$ cat src/rtl/pipe_pkg.sv
// pipe_pkg: shared definitions for the pipeline stage register family.
//   - default datapath sizing (XLEN, REGIDX_W, CTRL_W_DEFAULT)
//   - control bit indices within the ctrl field
//   - wb_payload_t: packed MEM/WB payload for the default sizing
//   - skid slice state encoding and main-register load source
package pipe_pkg;

  localparam int XLEN           = 64;
  localparam int REGIDX_W       = 5;
  localparam int CTRL_W_DEFAULT = 2;

  // Bit positions inside the ctrl field; bits above these pass through untouched.
  localparam int CTRL_REGWRITE  = 0;
  localparam int CTRL_MEMTOREG  = 1;

  typedef struct packed {
    logic [REGIDX_W-1:0]       rd;
    logic [XLEN-1:0]           alu;
    logic [XLEN-1:0]           rdata;
    logic [CTRL_W_DEFAULT-1:0] ctrl;
  } wb_payload_t;

  // Encoding is {skid_valid, main_valid}; 2'b10 (skid without main) is illegal.
  typedef enum logic [1:0] {
    ST_EMPTY = 2'b00,
    ST_ONE   = 2'b01,
    ST_FULL  = 2'b11
  } skid_state_t;

  typedef enum logic [1:0] {
    MAIN_HOLD  = 2'd0,
    MAIN_INPUT = 2'd1,
    MAIN_SKID  = 2'd2
  } main_src_t;

  // Occupancy = main_valid + skid_valid.
  function automatic logic [1:0] occupancy(input skid_state_t s);
    return {1'b0, (s != ST_EMPTY)} + {1'b0, (s == ST_FULL)};
  endfunction

endpackage

$ cat src/rtl/pipe_skid_stage_if.sv
// pipe_skid_stage_if: valid/ready payload bus between two pipeline stages.
//   valid  producer has a payload this cycle
//   ready  consumer accepts this cycle
//   rd     destination register index (RD_W)
//   alu    ALU result (DATA_W)
//   rdata  memory read data (DATA_W)
//   ctrl   control bits (CTRL_W); bit 0 RegWrite, bit 1 MemtoReg
// Modports: master drives the payload and valid, slave drives ready.
interface pipe_skid_stage_if
  import pipe_pkg::*;
#(
  parameter int DATA_W = XLEN,
  parameter int RD_W   = REGIDX_W,
  parameter int CTRL_W = CTRL_W_DEFAULT
);

  logic              valid;
  logic              ready;
  logic [RD_W-1:0]   rd;
  logic [DATA_W-1:0] alu;
  logic [DATA_W-1:0] rdata;
  logic [CTRL_W-1:0] ctrl;

  modport master (
    output valid, rd, alu, rdata, ctrl,
    input  ready
  );

  modport slave (
    input  valid, rd, alu, rdata, ctrl,
    output ready
  );

endinterface

$ cat src/rtl/pipe_skid_stage_slice.sv
// skid_reg_slice: generic W-bit, 2-entry valid/ready register slice.
// The main register drives the output; the skid register absorbs the one
// entry that can arrive while downstream stalls, so in_ready is a pure
// function of registered state and still allows one transfer per cycle.
//   clk, reset       rising-edge clock, asynchronous active-high reset
//   flush            synchronous: empties the slice, drops any incoming entry
//   in_valid/ready   upstream handshake (in_ready registered)
//   in_data          upstream payload
//   out_valid/ready  downstream handshake
//   out_data         main register contents
//   count            occupancy 0..2
module skid_reg_slice
  import pipe_pkg::*;
#(
  parameter int W              = 8,
  parameter bit CLEAR_ON_FLUSH = 1'b1
) (
  input  logic         clk,
  input  logic         reset,
  input  logic         flush,
  input  logic         in_valid,
  output logic         in_ready,
  input  logic [W-1:0] in_data,
  output logic         out_valid,
  input  logic         out_ready,
  output logic [W-1:0] out_data,
  output logic [1:0]   count
);

  skid_state_t  state_q, state_d;
  main_src_t    main_src;
  logic         skid_load;
  logic         wipe;
  logic         acc, emt;
  logic [W-1:0] main_q, skid_q;

  assign out_valid = (state_q != ST_EMPTY);
  assign in_ready  = (state_q != ST_FULL);
  assign acc       = in_valid & in_ready;
  assign emt       = out_valid & out_ready;
  assign count     = occupancy(state_q);
  assign out_data  = main_q;

  // NOTE: every signal driven here gets a default first, so no path through
  // the case leaves one unassigned and no latch is inferred.
  always_comb begin
    state_d   = state_q;
    main_src  = MAIN_HOLD;
    skid_load = 1'b0;
    wipe      = 1'b0;
    if (flush) begin
      state_d = ST_EMPTY;
      wipe    = CLEAR_ON_FLUSH;
    end else begin
      unique case (state_q)
        ST_EMPTY: begin
          if (acc) begin
            state_d  = ST_ONE;
            main_src = MAIN_INPUT;
          end
        end
        ST_ONE: begin
          if (acc && !emt) begin
            state_d   = ST_FULL;
            skid_load = 1'b1;
          end else if (acc && emt) begin
            // Simultaneous accept and emit: main is replaced in place.
            main_src = MAIN_INPUT;
          end else if (emt) begin
            state_d = ST_EMPTY;
          end
        end
        ST_FULL: begin
          // in_ready is low here, so only the emit side can move.
          if (emt) begin
            state_d  = ST_ONE;
            main_src = MAIN_SKID;
          end
        end
        default: state_d = ST_EMPTY;
      endcase
    end
  end

  // NOTE: sequential state uses non-blocking assignments so every register
  // samples pre-edge values regardless of process evaluation order.
  always_ff @(posedge clk or posedge reset) begin
    if (reset) state_q <= ST_EMPTY;
    else       state_q <= state_d;
  end

  // NOTE: the payload registers are reset as well, not only the valid state,
  // so the output pins are deterministic from reset onward even when the
  // bubble masking is disabled.
  always_ff @(posedge clk or posedge reset) begin
    if (reset) begin
      main_q <= '0;
      skid_q <= '0;
    end else if (wipe) begin
      main_q <= '0;
      skid_q <= '0;
    end else begin
      if (main_src == MAIN_INPUT)     main_q <= in_data;
      else if (main_src == MAIN_SKID) main_q <= skid_q;
      if (skid_load) skid_q <= in_data;
    end
  end

`ifndef SYNTHESIS
  // The unused 2'b10 encoding would mean a skid entry with an empty main.
  a_skid_implies_main: assert property (
    @(posedge clk) disable iff (reset)
    state_q inside {ST_EMPTY, ST_ONE, ST_FULL}
  );
`endif

endmodule

$ cat src/rtl/pipe_skid_stage.sv
// pipe_skid_stage: parametrised pipeline stage register (MEM/WB successor).
// Carries {rd, alu, rdata, ctrl} through a 2-entry skid slice with a
// registered in_ready and 1-cycle latency. Bubbles never carry control bits,
// so a stale RegWrite cannot reach writeback.
//   clk       rising-edge clock
//   reset     asynchronous, active-high
//   flush     synchronous kill of held and incoming entries
//   in_bus    slave side: upstream valid/ready + payload
//   out_bus   master side: downstream valid/ready + payload
//   count     occupancy 0..2
// CLEAR_ON_BUBBLE=1 forces out_rd/out_alu/out_rdata to 0 while out_valid=0
// and clears the payload registers on flush; with 0 they hold their last value.
module pipe_skid_stage
  import pipe_pkg::*;
#(
  parameter int DATA_W          = XLEN,
  parameter int RD_W            = REGIDX_W,
  parameter int CTRL_W          = CTRL_W_DEFAULT,
  parameter bit CLEAR_ON_BUBBLE = 1'b1
) (
  input  logic               clk,
  input  logic               reset,
  input  logic               flush,
  pipe_skid_stage_if.slave   in_bus,
  pipe_skid_stage_if.master  out_bus,
  output logic [1:0]         count
);

  localparam int W = RD_W + 2 * DATA_W + CTRL_W;

  logic [W-1:0]      in_flat, main_flat;
  logic              main_valid;
  logic [RD_W-1:0]   main_rd;
  logic [DATA_W-1:0] main_alu, main_rdata;
  logic [CTRL_W-1:0] main_ctrl;

  assign in_flat = {in_bus.rd, in_bus.alu, in_bus.rdata, in_bus.ctrl};

  skid_reg_slice #(
    .W              (W),
    .CLEAR_ON_FLUSH (CLEAR_ON_BUBBLE)
  ) u_slice (
    .clk       (clk),
    .reset     (reset),
    .flush     (flush),
    .in_valid  (in_bus.valid),
    .in_ready  (in_bus.ready),
    .in_data   (in_flat),
    .out_valid (main_valid),
    .out_ready (out_bus.ready),
    .out_data  (main_flat),
    .count     (count)
  );

  assign {main_rd, main_alu, main_rdata, main_ctrl} = main_flat;

  // Control is always gated; data is gated only when bubbles must read zero.
  assign out_bus.valid = main_valid;
  assign out_bus.ctrl  = main_valid ? main_ctrl : '0;
  assign out_bus.rd    = (main_valid || !CLEAR_ON_BUBBLE) ? main_rd    : '0;
  assign out_bus.alu   = (main_valid || !CLEAR_ON_BUBBLE) ? main_alu   : '0;
  assign out_bus.rdata = (main_valid || !CLEAR_ON_BUBBLE) ? main_rdata : '0;

`ifndef SYNTHESIS
  // Upstream must hold valid and payload while it is being back-pressured.
  a_upstream_stable: assert property (
    @(posedge clk) disable iff (reset)
    (in_bus.valid && !in_bus.ready && !flush) |=> (in_bus.valid && $stable(in_flat))
  );

  a_count_range: assert property (
    @(posedge clk) disable iff (reset) count != 2'd3
  );

  if (CTRL_W > CTRL_MEMTOREG) begin : g_ctrl_chk
    a_no_spurious_regwrite: assert property (
      @(negedge clk) disable iff (reset)
      out_bus.ctrl[CTRL_REGWRITE] |-> out_bus.valid
    );
    a_no_spurious_memtoreg: assert property (
      @(negedge clk) disable iff (reset)
      out_bus.ctrl[CTRL_MEMTOREG] |-> out_bus.valid
    );
  end
`endif

endmodule

$ cat src/flat_wrapper.sv
// flat-port wrapper written by rule: the top's interface ports become plain ports
module pipe_skid_stage_flat import pipe_pkg::*;
#(
  parameter int DATA_W          = XLEN,
  parameter int RD_W            = REGIDX_W,
  parameter int CTRL_W          = CTRL_W_DEFAULT,
  parameter bit CLEAR_ON_BUBBLE = 1'b1
)
  (clk, reset, flush, count, in_bus_valid, in_bus_rd, in_bus_alu, in_bus_rdata, in_bus_ctrl, in_bus_ready, out_bus_valid, out_bus_rd, out_bus_alu, out_bus_rdata, out_bus_ctrl, out_bus_ready);
  pipe_skid_stage_if #(.DATA_W(DATA_W), .RD_W(RD_W), .CTRL_W(CTRL_W)) in_bus_i ();
  pipe_skid_stage_if #(.DATA_W(DATA_W), .RD_W(RD_W), .CTRL_W(CTRL_W)) out_bus_i ();
  input  logic clk;
  input  logic reset;
  input  logic flush;
  output logic [1:0] count;
  input wire logic [$bits(in_bus_i.valid)-1:0] in_bus_valid;
  input wire logic [$bits(in_bus_i.rd)-1:0] in_bus_rd;
  input wire logic [$bits(in_bus_i.alu)-1:0] in_bus_alu;
  input wire logic [$bits(in_bus_i.rdata)-1:0] in_bus_rdata;
  input wire logic [$bits(in_bus_i.ctrl)-1:0] in_bus_ctrl;
  output wire logic [$bits(in_bus_i.ready)-1:0] in_bus_ready;
  output wire logic [$bits(out_bus_i.valid)-1:0] out_bus_valid;
  output wire logic [$bits(out_bus_i.rd)-1:0] out_bus_rd;
  output wire logic [$bits(out_bus_i.alu)-1:0] out_bus_alu;
  output wire logic [$bits(out_bus_i.rdata)-1:0] out_bus_rdata;
  output wire logic [$bits(out_bus_i.ctrl)-1:0] out_bus_ctrl;
  input wire logic [$bits(out_bus_i.ready)-1:0] out_bus_ready;
  assign in_bus_i.valid = in_bus_valid;
  assign in_bus_i.rd = in_bus_rd;
  assign in_bus_i.alu = in_bus_alu;
  assign in_bus_i.rdata = in_bus_rdata;
  assign in_bus_i.ctrl = in_bus_ctrl;
  assign in_bus_ready = in_bus_i.ready;
  assign out_bus_valid = out_bus_i.valid;
  assign out_bus_rd = out_bus_i.rd;
  assign out_bus_alu = out_bus_i.alu;
  assign out_bus_rdata = out_bus_i.rdata;
  assign out_bus_ctrl = out_bus_i.ctrl;
  assign out_bus_i.ready = out_bus_ready;
  pipe_skid_stage #(.DATA_W(DATA_W), .RD_W(RD_W), .CTRL_W(CTRL_W), .CLEAR_ON_BUBBLE(CLEAR_ON_BUBBLE)) u_core (.clk(clk), .reset(reset), .flush(flush), .in_bus(in_bus_i), .out_bus(out_bus_i), .count(count));
endmodule
$ cat config.mk
export PLATFORM = sky130hd
export DESIGN_NAME = pipe_skid_stage_flat
export DESIGN_NICKNAME = d
export VERILOG_FILES = /design/src/rtl/pipe_pkg.sv /design/src/rtl/pipe_skid_stage_if.sv /design/src/rtl/pipe_skid_stage_slice.sv /design/src/rtl/pipe_skid_stage.sv /design/src/flat_wrapper.sv
export SDC_FILE = /design/constraint.sdc
export NUM_CORES = 1
export LEC_CHECK = 0
export CAP_MARGIN = 10
export CORE_ASPECT_RATIO = 1.2
export CORE_UTILIZATION = 45
export CTS_BUF_LIST = sky130_fd_sc_hd__clkbuf_16
export DETAILED_ROUTE_END_ITERATION = 12
export HOLD_SLACK_MARGIN = 0.02
export MAX_ROUTING_LAYER = met4
export PLACE_DENSITY = 0.75
export REMOVE_ABC_BUFFERS = 1
export SETUP_SLACK_MARGIN = 0.02
export SLEW_MARGIN = 20
export SYNTH_ARGS = -nofsm -noshare
export SYNTH_HDL_FRONTEND = slang
export SYNTH_HIERARCHICAL = 1
export SYNTH_SLANG_ARGS = --single-unit
$ cat constraint.sdc
create_clock -name clk -period 11.3 [get_ports clk]
set_input_delay 3.39 -clock clk [delete_from_list [all_inputs] [get_ports clk]]
set_output_delay 3.39 -clock clk [all_outputs]
set_load 0.005 [all_outputs]
==> flow_metrics.tcl <==
set metrics [dict create \
    fin_skew_ns 0.00731 \
    hp-class "reg2reg" \
    drc_errors 0 \
    ff2ff_setup_slack_ns 8.13 \
    r2r-start "u_core/u_slice/state_q[1]" \
    fin_crit_ns 6.55 \
    antenna_found_initial 0 \
    wl_per_cell_um 18.3 \
    maxSlewHeadroom_pct 30.7 \
    setup_viol 0 \
    grt_pass1_wl_um 52900 \
    drv_slew 0 \
    finalPower_mw 2.78 \
    timing.rr.end "u_core/u_slice/out_data[126]" \
    grt-ovfl-total 0 \
    post_cts_buffers 0 \
    cts_tree "yes" \
    finalInstanceArea_um2 16400 \
    worstPathArrival_ns 3.16 \
    firstDrtPassIters 6 \
    grt_pass1_vias 10000 \
    dr.max_layer_used "met4" \
    holdBufCountCts 0 \
    cp-startpoint "u_core/u_slice/state_q[0]" \
    dieArea_um2 28800 \
    crit_type "reg2out" \
    synthDistinctLibCells 29 \
    clk_pin_slew_ns 0.06 \
    start_util_pct 46.2 \
    synth_cells 1216 \
    grt_max_degree 136 \
    numPortBuffers 278 \
    grtUsageTotal_pct 23.6 \
    io-pin-count 279 \
    critical_path.max_fanout 112 \
    row_count 66 \
    yosysSeqAreaShare_pct 53.7 \
    p_per_area_nw_per_um2 169 \
    place_congestion 0.813 \
    netlist_top_cells_area "dfrtp_1, mux2i_1, o2bb2ai_1, nand2_1, and2_1" \
    via_per_inst 5.41 \
    critPathLaunchType "register" \
    vias 9897 \
    synth_top_area_share_pct 53.7 \
    cts.sinks 272 \
    wl_met2_um 16300 \
    die_h_um 186 \
    fin_nets 1578 \
    drv_cap 0 \
    end_kind "output pin" \
    post-dp-hpwl_um 19300 \
    synth.avg_cell_area_um2 10.4 \
    cp.required_ns 7.91 \
    worst_pin_slew_ns 1.04 \
    synth_top_area_cell "dfrtp_1" \
    reg2regPathDepth 7 \
    crit_end "out_bus_rdata[45]" \
    fillers 2333 \
    routed_wl_um 33400 \
    insertion_delay_ns 0.53 \
    clock.fmax_mhz 153 \
    drt-initial-drc-count 606 \
    status "finished clean" \
    die_w_um 155 \
    clockBufferDepth 3 \
    pre_cts_slack_ns 5.05 \
    hold_viol_final 0 \
    cts_root_buffer "clkbuf_16" \
    cts_resized 0 \
    route.layer.met1.wl_um 14400 \
    timing.final.ws_setup_ns 4.75 \
    peakVddDrop_uv 240 \
    dpl_cell_area_um2 15500 \
    n_antenna_cell 0 \
    p_leak_nw 6.64 \
    cts_buffers 28 \
    yosys_register_bits 272 \
    period_share_pct 57.9 \
    core_area_um2 27400 \
    syn_to_final_growth_pct 29.7 \
    synth_warnings 6 \
    netlist_area_um2 12700 \
    ant_nets 0 \
    wl_met3_um 1810 \
    htree_levels 1 \
    rsz0062_at_grt "no" \
    drive_above_1_share_pct 4.20 \
]
[synthesized netlist by cell type]
cell type	instances
nand2b_4	1
dfrtp_1	272
a211o_1	1
a21oi_1	136
and2_1	135
o21ai_0	3
a21oi_2	1
buf_1	4
and3_1	1
mux2i_1	135
ha_1	5
nand2_1	272
a32o_1	1
nor4bb_1	1
nand3_1	1
o22ai_1	1
nand2b_1	1
buf_8	1
nor2_1	2
nor2b_1	1
clkbuf_1	34
inv_1	8
buf_2	42
o2bb2ai_1	135
buf_6	9
a2bb2oi_1	1
clkbuf_8	2
nor4_2	1
buf_4	9
[per-stage QoR]
step | TNS, ns | utilization, % | cells | hold WS, ns
after detailed placement | 0 | 56.5 | 1777 | 0.466
after global routing | 0 | 59.9 | 1828 | 0.493
after floorplan | -489.74 | - | 1115 | 0.449
after CTS | 0 | 59.9 | 1828 | 0.484
final | 0 | 59.9 | 1828 | 0.480
after global placement | 0 | 56.5 | 1777 | 0.463
[cell type report]
cell class	instances	area (um2)	area share (%)
tap	374	468	2.85
inverter	8	38.8	0.236
timing repair buffer	288	2870	17.5
clock buffer	29	726	4.42
multi-input combinational	835	5310	32.3
sequential	272	6810	41.4
clock inverter	22	208	1.26
[logic make-up after synthesis]
| group | synth area share (%) |
|---|---|
| AOI/OAI and AO/OA | 15.2 |
| adders and majority gates | 0.494 |
| buffers and inverters | 4.69 |
| DFF | 53.7 |
| muxes | 10.7 |
| and+or+nand+nor | 15.3 |
[per-layer routing]
| layer | vias to the layer above | track usage [%] |
|---|---|---|
| met5 | - | - |
| met4 | 0 | 7.80 |
| met3 | 67 | 3.07 |
| met2 | 311 | 38.2 |
| met1 | 4926 | 30.7 |
| li1 | 4593 | - |
[worst max-delay path, stage by stage, from the launching register on]
cell and delay, ns:
dfrtp_1 0.41, inv_1 0.10, ha_1 0.27, clkinv_2 0.22, buf_4 0.73, and2_1 0.23
clkdlybuf4s50_1 0.58
[state kept, by name, summed over array words and instances, names as in the netlist]
signal                   cells
u_core/u_slice/state_q       2
u_core/u_slice/out_data    135
u_core/u_slice/skid_q      135
[cell usage in the layout, fill, tap and decap left out]
| cell type | synthesis | routed |
|---|---|---|
| clkinv_2 | 0 | 7 |
| mux2i_1 | 135 | 135 |
| clkinv_4 | 0 | 1 |
| a21oi_1 | 136 | 136 |
| nand2_4 | 0 | 1 |
| clkinv_1 | 0 | 6 |
| inv_1 | 8 | 9 |
| nand3_4 | 0 | 1 |
| and2_1 | 135 | 135 |
| o21ai_0 | 3 | 3 |
| dfrtp_1 | 272 | 272 |
| buf_12 | 0 | 1 |
| o2bb2ai_1 | 135 | 135 |
| a211o_1 | 1 | 1 |
| and3_4 | 0 | 1 |
| nor4bb_1 | 1 | 1 |
| nor4_4 | 0 | 1 |
| a2bb2oi_1 | 1 | 1 |
| buf_6 | 9 | 1 |
| clkdlybuf4s50_1 | 0 | 277 |
| nand2b_1 | 1 | 1 |
| inv_8 | 0 | 1 |
| a32o_1 | 1 | 1 |
| nor2_1 | 2 | 2 |
| clkbuf_16 | 0 | 29 |
| clkinvlp_4 | 0 | 2 |
| nand2_1 | 272 | 271 |
| buf_4 | 9 | 9 |
| nand2b_4 | 1 | 1 |
| bufinv_16 | 0 | 4 |
| o22ai_1 | 1 | 1 |
| a21oi_4 | 0 | 1 |
| nor2b_1 | 1 | 1 |
| ha_1 | 5 | 5 |
[worst min-delay path by stage]
stage | startpoint | end | depth (start not counted)
2_1_floorplan | u_core/u_slice/out_data[0] | u_core/u_slice/out_data[0] | 1
4_1_cts | u_core/u_slice/out_data[29] | u_core/u_slice/out_data[29] | 1
6_report | u_core/u_slice/out_data[67] | u_core/u_slice/out_data[67] | 1
3_3_place_gp | u_core/u_slice/out_data[94] | u_core/u_slice/out_data[94] | 1
5_1_grt | u_core/u_slice/out_data[75] | u_core/u_slice/out_data[75] | 1
3_5_place_dp | u_core/u_slice/out_data[96] | u_core/u_slice/out_data[96] | 1
[report_power, final]
part / internal [mW] / total, mW / switching [mW]
logic: 0.266 / 0.691 / 0.426
registers: 1.09 / 1.15 / 0.0635
clock network: 0.554 / 0.937 / 0.383
(Power assumes the default switching activity.)
